===== config.mk =====
export PLATFORM = sky130hd
export DESIGN_NAME = ram_line_writer
export DESIGN_NICKNAME = d
export VERILOG_FILES = /design/src/rtl/display_pkg.sv /design/src/rtl/ram_line_writer_line_packer.sv /design/src/rtl/ram_line_writer.sv
export SDC_FILE = /design/constraint.sdc
export NUM_CORES = 1
export LEC_CHECK = 0
export BUFFER_PORTS_ARGS = -buffer_cell sky130_fd_sc_hd__buf_2
export CAP_MARGIN = 0
export CORE_UTILIZATION = 28
export CTS_CLUSTER_DIAMETER = 30
export DETAILED_ROUTE_END_ITERATION = 8
export GPL_TIMING_DRIVEN = 0
export MAX_ROUTING_LAYER = met4
export SYNTH_ARGS = -nofsm -noshare
export SYNTH_HDL_FRONTEND = slang
export SYNTH_SLANG_ARGS = --single-unit

===== constraint.sdc =====
create_clock -name i_clk -period 2.38 [get_ports i_clk]
set_input_delay 0.238 -clock i_clk [delete_from_list [all_inputs] [get_ports i_clk]]
set_output_delay 0.238 -clock i_clk [all_outputs]
set_load 0.03 [all_outputs]

===== src/rtl/display_pkg.sv =====
// Shared constants and state encoding for the display frame-buffer path.
package display_pkg;

  localparam int LINE_W         = 48;
  localparam int BYTES_PER_LINE = 6;
  localparam int FB_LINES       = 3201;
  localparam int FB_ADDR_W      = 12;

  typedef enum logic [1:0] {
    IDLE,
    RECV,
    DONE
  } state_t;

endpackage


===== src/rtl/ram_line_writer_line_packer.sv =====
// Accumulates bytes of one RAM line and presents the line left-aligned,
// including the byte being loaded this cycle, so a commit can capture it
// in the same cycle as the handshake.
module line_packer
  import display_pkg::*;
(
  input  logic              clk,
  input  logic              rst_n,
  input  logic              load,
  input  logic              clear,
  input  logic              last,
  input  logic [7:0]        data_in,
  output logic              full,
  output logic [LINE_W-1:0] word
);

  logic [LINE_W-1:0] sreg;
  logic [LINE_W-1:0] shifted;
  logic [2:0]        cnt;
  logic [5:0]        shamt;

  // Shift the incoming byte in at the bottom, then slide the line up so the
  // oldest byte sits in the top byte lane and unused lanes read as zero.
  always_comb begin
    shifted = {sreg[LINE_W-9:0], data_in};
    full    = (cnt == 3'(BYTES_PER_LINE - 1));
    shamt   = {3'(BYTES_PER_LINE - 1) - cnt, 3'b000};
    word    = shifted << shamt;
  end

  // Byte storage and count; a completed or final byte empties the line.
  always_ff @(posedge clk) begin
    if (!rst_n || clear) begin
      sreg <= '0;
      cnt  <= '0;
    end else if (load) begin
      if (full || last) begin
        sreg <= '0;
        cnt  <= '0;
      end else begin
        sreg <= shifted;
        cnt  <= cnt + 3'd1;
      end
    end
  end

endmodule


===== src/rtl/ram_line_writer.sv =====
// Packs the incoming byte stream into 48-bit lines and drives the frame
// buffer RAM write port, one write strobe per committed line.
module ram_line_writer
  import display_pkg::*;
#(
  parameter int NUM_LINES = FB_LINES,
  parameter int ADDR_W    = FB_ADDR_W
) (
  input  logic              i_clk,
  input  logic              i_rst_n,
  input  logic              i_start,
  input  logic [7:0]        i_byte,
  input  logic              i_valid,
  output logic              o_ready,
  input  logic              i_last,
  output logic              wr,
  output logic [ADDR_W-1:0] addrWrite,
  output logic [LINE_W-1:0] dataLine,
  output logic              o_busy,
  output logic              o_done,
  output logic              o_overflow
);

  state_t            state;
  state_t            state_next;
  logic              accept;
  logic              commit;
  logic              last_line;
  logic              pk_full;
  logic [LINE_W-1:0] pk_word;
  logic [ADDR_W-1:0] line_addr;

  // A start pulse always wins, so a byte offered alongside it is dropped.
  assign accept    = i_valid && o_ready && !i_start;
  assign commit    = accept && (pk_full || i_last);
  assign last_line = (line_addr == ADDR_W'(NUM_LINES - 1));

  line_packer u_packer (
    .clk     (i_clk),
    .rst_n   (i_rst_n),
    .load    (accept),
    .clear   (i_start),
    .last    (i_last),
    .data_in (i_byte),
    .full    (pk_full),
    .word    (pk_word)
  );

  // State register.
  always_ff @(posedge i_clk) begin
    if (!i_rst_n) state <= IDLE;
    else          state <= state_next;
  end

  // Next-state and status decode; a frame ends on i_last or the final line.
  always_comb begin
    state_next = state;
    o_ready    = 1'b0;
    o_busy     = 1'b0;
    o_done     = 1'b0;
    case (state)
      IDLE: begin
        if (i_start) state_next = RECV;
      end
      RECV: begin
        o_ready = 1'b1;
        o_busy  = 1'b1;
        if (i_start)                             state_next = RECV;
        else if (commit && (i_last || last_line)) state_next = DONE;
      end
      DONE: begin
        o_done = 1'b1;
        if (i_start) state_next = RECV;
      end
      default: state_next = IDLE;
    endcase
  end

  // Line address, RAM write port registers and the sticky overflow flag.
  always_ff @(posedge i_clk) begin
    if (!i_rst_n) begin
      line_addr  <= '0;
      wr         <= 1'b0;
      addrWrite  <= '0;
      dataLine   <= '0;
      o_overflow <= 1'b0;
    end else begin
      wr <= commit;
      if (commit) begin
        addrWrite <= line_addr;
        dataLine  <= pk_word;
        if (!last_line) line_addr <= line_addr + ADDR_W'(1);
      end
      if (i_start) begin
        line_addr  <= '0;
        o_overflow <= 1'b0;
      end else if (state == DONE && i_valid) begin
        o_overflow <= 1'b1;
      end
    end
  end

endmodule


# ---- Word-level counts from Yosys, hierarchy flattened
# Cells that the tools add are included.
# W data, S select, Z words.
dict set report totals {
  output_inout_bits 65
  in_bits 13
  elab_cells 43
  regBits 119
}
dict set report op_classes {
  addsub 3
  mux 8
  shift 1
  n_eq_ne 6
  n_reduce_logical 15
  bitwise 2
}
# cell count
set ops {}
lappend ops {{$shl A48 B6 Y48} 1}
lappend ops {{$mux W40} 1}
lappend ops {{$add A12 B1 Y12 const B} 1}
lappend ops {{$eq A12 B12 Y1 const B} 1}
lappend ops {{$mux W2} 3}
lappend ops {{$logic_and A1 B1 Y1} 5}
lappend ops {{$pmux W2 S2} 1}
lappend ops {{$reduce_and A2 Y1} 2}
lappend ops {{$reduce_or A2 Y1} 2}
lappend ops {{$add A3 B1 Y3 const B} 1}
lappend ops {{$eq A3 B3 Y1 const B} 1}
lappend ops {{$logic_or A1 B1 Y1} 3}
lappend ops {{$mux W3} 1}
lappend ops {{$ne A3 B3 Y1 const B} 1}
lappend ops {{$sub A3 B3 Y3 const A} 1}
lappend ops {{$eq A2 B1 Y1 const B} 1}
lappend ops {{$eq A2 B2 Y1 const B} 1}
lappend ops {{$logic_not A1 Y1} 2}
lappend ops {{$logic_not A2 Y1} 1}
lappend ops {{$mux W1} 2}
lappend ops {{$ne A2 B1 Y1 const B} 1}
lappend ops {{$not A1 Y1} 2}

# ---- Logic depth before layout (Yosys ltp)
dict set report depth {
  ltp_word 9
  ltp_mapped 12
  mapped_depth_nobuf 6
}

# ---- Modules after synthesis
# Synthesis repeated with hierarchy kept, for this count alone.
dict set report unflattened {
  hier_cells 726
  area_unflattened_um2 6065.8
}
# module area_each_um2 seq_area_each_um2 n_inst cells_each
set by_module_without_submodules {}
lappend by_module_without_submodules {ram_line_writer 3036.7 1521.5 1 355}
lappend by_module_without_submodules {line_packer 3029.2 860.8 1 371}

# ---- Least setup slack after synthesis
# No wires, ideal clock.
dict set report synth_timing {
  kind {register to register}
  start {register u_packer.cnt[1]}
  end {register addrWrite[0]}
  n_path_buf 6
  arrival_ps 2216
  setup_time_ps 76
  path_stages_with_launch 13
  synth_period_minus_slack_ps 2291
  required_time_ps 2304
  setup_slack_ps 89
  cell_sequence {dfxtp_1 buf_4 buf_2 inv_1 buf_2 ha_1 a21oi_2 nand2b_1 buf_6 buf_6 buf_2 nand2_1 a21boi_0}
}
dict set report synth_via {
  elab_chain_len 3
}
# element line
set synth_rtl {}
lappend synth_rtl {{from (decl)} ram_line_writer_line_packer.sv:19} ;# logic [2:0] cnt;
lappend synth_rtl {{from (signal assigned)} ram_line_writer_line_packer.sv:42} ;# cnt <= cnt + 3'd1;
lappend synth_rtl {{$eq A3 B3 Y1} ram_line_writer_line_packer.sv:26} ;# full = (cnt == 3'(BYTES_PER_LINE - 1));
lappend synth_rtl {{$logic_or A1 B1 Y1} ram_line_writer.sv:35} ;# assign commit = accept && (pk_full || i_last);
lappend synth_rtl {{$logic_and A1 B1 Y1} ram_line_writer.sv:35}
lappend synth_rtl {{to (signal assigned)} ram_line_writer.sv:90} ;# addrWrite <= line_addr;
lappend synth_rtl {{to (decl)} ram_line_writer.sv:17} ;# output logic [ADDR_W-1:0] addrWrite,
# No other way between the ends.
# A chain may end at the register's enable or synchronous reset.

# ---- Worst setup path after layout
dict set report layout_timing {
  start {register u_packer.cnt[1]}
  end {register dataLine[37]}
}
dict set report layout_via {
  elab_chain_len 3
  elab_cells_between_ends 5
  classes_between {1 x add/sub; 1 x eq/ne; 1 x shift; 2 x reduce/logical}
}
# element line
set layout_rtl {}
lappend layout_rtl {{parallel branches: the longest is 3 deep, another holds $sub A3 B3 Y3} --}
lappend layout_rtl {{to (signal assigned)} ram_line_writer.sv:91} ;# dataLine <= pk_word;
lappend layout_rtl {{to (decl)} ram_line_writer.sv:18} ;# output logic [LINE_W-1:0] dataLine,
# Parallel ways; which one is timed is not known.

==> impl_metrics.tcl <==
set metrics [dict create \
    status "finished clean" \
    dpl_cell_area_mm2 0.00618 \
    layout.area.seq_mm2 0.00238 \
    min_path_type "input port to flop" \
    grt_overflow_total 0 \
    path_max_fanout 10 \
    worstMarginPinSlew_ps 607 \
    grt_pass1_vias 4669 \
    clock_latency_ps 430 \
    num_rows 50 \
    worstReg2RegEnd "dataLine[37]" \
    die-height_um 142 \
    cap_violations 0 \
    slowest_stage "dfxtp_1" \
    syn_inst 618 \
    cts.path.max_buffers 2 \
    rsz0062_at_grt "true" \
    nNetsFinal 730 \
    ys_top_cells_by_area "dfxtp_1 44%, nand2_1 11%, mux4_2 6.6%" \
    hold_viol 0 \
    synth_area_mm2 0.00547 \
    hold-path-cell-count 3 \
    p_int_w 0.00375 \
    synth_top_area_share_pct 43.5 \
    synth-seq-cells 119 \
    antenna_found_initial 0 \
    ir_drop_uv 532 \
    min_period_over_period_pct 94.8 \
    cts_tree "done" \
    reg2reg_from "u_packer.cnt[1]" \
    cts_buffers 17 \
    track_usage_pct 19.1 \
    async_reset_ff_share_pct 0 \
    vias 4911 \
    finish.utilization_pct 36.5 \
    wirelength_mm 17.7 \
    worstPathBufferInverterCount 5 \
    regToRegSetupSlack_ps 120 \
    clk_transition_reported_paths_ps 60 \
    p_leak_nw 2.56 \
    netlist_top_cells_count "156 x nand2_1, 119 x dfxtp_1, 47 x a21oi_1, 25 x a21boi_0" \
    finalSetupTns_ps 0 \
    die_w_um 142 \
    fmax_ghz 0.443 \
    worstPathArrival_ps 2560 \
    final.setup_skew_ps 9.01 \
    dr.pass1.iters 5 \
    start_util_pct 28.9 \
    endpoint_kind "flop" \
    final.fill_count 1950 \
    pwr-share-seq_pct 40.9 \
    hold_end "o_overflow" \
    cts_hold_buf 0 \
    drc_errors 0 \
    slew_headroom_pct 59.5 \
    path_cells "buf_6, buf_6, inv_1, clkbuf_4, ha_4, nor2b_4, and2_1, buf_2, a221oi_1, nor2_1" \
    drive_gt1_share_pct 24.5 \
    core_area_mm2 0.0190 \
    p_total_w 0.00492 \
    die_area_mm2 0.0201 \
    antennaDiodeCount 0 \
    hp-start "i_valid" \
    crit_top_cell "buf_6" \
    viasPerCell 4.98 \
    power.net_switching_w 0.00117 \
    yosysWarnings 0 \
    setup_viol 0 \
    postLayoutCellArea_mm2 0.00691 \
    cts-root-buf "clkbuf_16" \
    crit_path_start_kind "flop" \
    p_clk_share_pct 54.5 \
    dr.first_iter.drc_count 425 \
    grt_max_degree 17 \
    place_hpwl_mm 12.7 \
    hold_ws_ps 93.1 \
    h-tree-depth 4 \
    critPathTopFamily "buffers and inverters" \
    antenna_left 0 \
    io_pins 78 \
    clkSinkCount 119 \
    r2r_cells 10 \
    avgSynthCellArea_um2 8.85 \
    p_comb_share_pct 4.6 \
    synth_top_flop_cell "dfxtp_1" \
    synth_cell_types 52 \
    synthMostInstantiatedCell "nand2_1" \
    synth-edff-count 0 \
    grt_pass1_wl_mm 27.5 \
    place.port_buffers 76 \
    wire_per_inst_um 18.0 \
    critPathRequiredTime_ps 2690 \
    slew_viol_final 0 \
    syn_nets 635 \
    gp_congestion 0.948 \
    cpPeakStageDelay_ps 350 \
    min_period_ps 2260 \
    crit_type "flop to flop" \
    synth.yosys.seq_area_share_pct 43.5 \
    multi_input_area_mm2 0.00288 \
    swShare_pct 23.9 \
    syn_to_final_growth_pct 26.3 \
    synth_top_area_cell "dfxtp_1" \
    power.density_mw_per_mm2 712 \
]
-- worst max path at each step --
| stage | startpoint | end | slack [ps] | cells after the start |
|---|---|---|---|---|
| 2_1_floorplan | u_packer.cnt[1] | addrWrite[0] | 90 | 12 |
| 3_3_place_gp | u_packer.cnt[1] | u_packer.sreg[31] | -400 | 12 |
| 3_5_place_dp | u_packer.cnt[1] | u_packer.sreg[16] | -440 | 12 |
| 4_1_cts | u_packer.cnt[1] | dataLine[35] | 80 | 10 |
| 5_1_grt | u_packer.cnt[1] | u_packer.sreg[30] | -30 | 12 |
| 6_report | u_packer.cnt[1] | dataLine[37] | 120 | 10 |
-- registers in the layout, summed over array words and instances, names as in the netlist --
register and flops:
line_addr 12, dataLine 48, u_packer.cnt 3, wr 1, u_packer.sreg 40, state 2
o_overflow 1, addrWrite 12
-- stage by stage --
| stage | setup WS, ps | instances |
|---|---|---|
| 6_report | 125 | 986 |
| 5_1_grt | -29.1 | 986 |
| 4_1_cts | 82.1 | 987 |
| 3_5_place_dp | -439 | 954 |
| 3_3_place_gp | -403 | 954 |
| 2_1_floorplan | 88.6 | 618 |
-- worst register-to-register path: stages (launching register included) --
cell and delay, ps:
dfxtp_1 350, buf_6 170, buf_6 170, inv_1 60, clkbuf_4 200, ha_4 280
nor2b_4 160, and2_1 150, buf_2 170, a221oi_1 340, nor2_1 80
-- layer usage --
layer / share of wire [%] / wire [um] / track usage [%]
met1: 46 / 8200 / 25.5
met2: 46 / 8070 / 28.3
met3: 6.6 / 1170 / 4.12
met4: 1.6 / 285 / 6.73
met5: 0 / 0 / -
-- cells by family (layout without fill, tap and decap cells) --
group | count (synthesis) | count (layout) | synth area share, %
fa+ha+maj | 4 | 4 | 0.915
compound gates | 143 | 143 | 17.1
simple gates | 251 | 251 | 21.4
buf+inv | 55 | 163 | 4.94
mux | 40 | 40 | 11.2
flops | 119 | 119 | 43.5
xor+xnor | 6 | 6 | 0.960
-- area by class of cell --
cell class	count	share of cell area, %
buffer	49	4.31
clock buffer	18	6.35
clock inverter	14	2.53
inverter	5	0.290
multi-input combinational	444	41.7
sequential	119	34.5
tap	260	4.71
timing repair buffer	77	5.67
-- what timing repair did --
action                                  4_1_cts  5_1_grt
pin swaps                                     1        0
gates resized for setup                      21       12
endpoints found under the setup margin      107       79
buffers inserted                              1        0
gates cloned                                  0        0
-- cells in the final DEF (no fill, tap or decap), types with 4 or more instances in the layout --
| cell | netlist | final |
|---|---|---|
| a21boi_0 | 25 | 25 |
| a21oi_1 | 47 | 47 |
| a221oi_1 | 8 | 4 |
| a221oi_2 | 0 | 4 |
| a22o_1 | 8 | 8 |
| a22oi_1 | 8 | 8 |
| a31oi_1 | 11 | 11 |
| a32oi_1 | 8 | 8 |
| buf_2 | 21 | 87 |
| buf_4 | 6 | 9 |
| buf_6 | 2 | 9 |
| clkbuf_1 | 20 | 17 |
| clkbuf_16 | 0 | 17 |
| clkinv_4 | 0 | 5 |
| dfxtp_1 | 119 | 119 |
| inv_1 | 4 | 4 |
| mux2_2 | 8 | 8 |
| mux2i_1 | 16 | 16 |
| mux4_2 | 16 | 16 |
| nand2_1 | 156 | 155 |
| nand2b_1 | 10 | 10 |
| nand3_1 | 13 | 13 |
| nor2_1 | 18 | 18 |
| nor2b_1 | 21 | 20 |
| o21ai_0 | 19 | 19 |
| or3_1 | 11 | 11 |
| xnor2_1 | 5 | 5 |
-- power groups by stage --
| stage | clock network (W) | logic, W | registers [W] |
|---|---|---|---|
| 6_report | 0.00268 | 0.000226 | 0.00201 |
| 5_1_grt | 0.00280 | 0.000241 | 0.00201 |
| 4_1_cts | 0.00271 | 0.000221 | 0.00201 |
| 3_5_place_dp | 0 | 0.000212 | 0.00206 |
| 3_3_place_gp | 0 | 0.000212 | 0.00206 |
| 2_1_floorplan | 0 | 0.000111 | 0.00207 |
(Power assumes the default switching activity.)
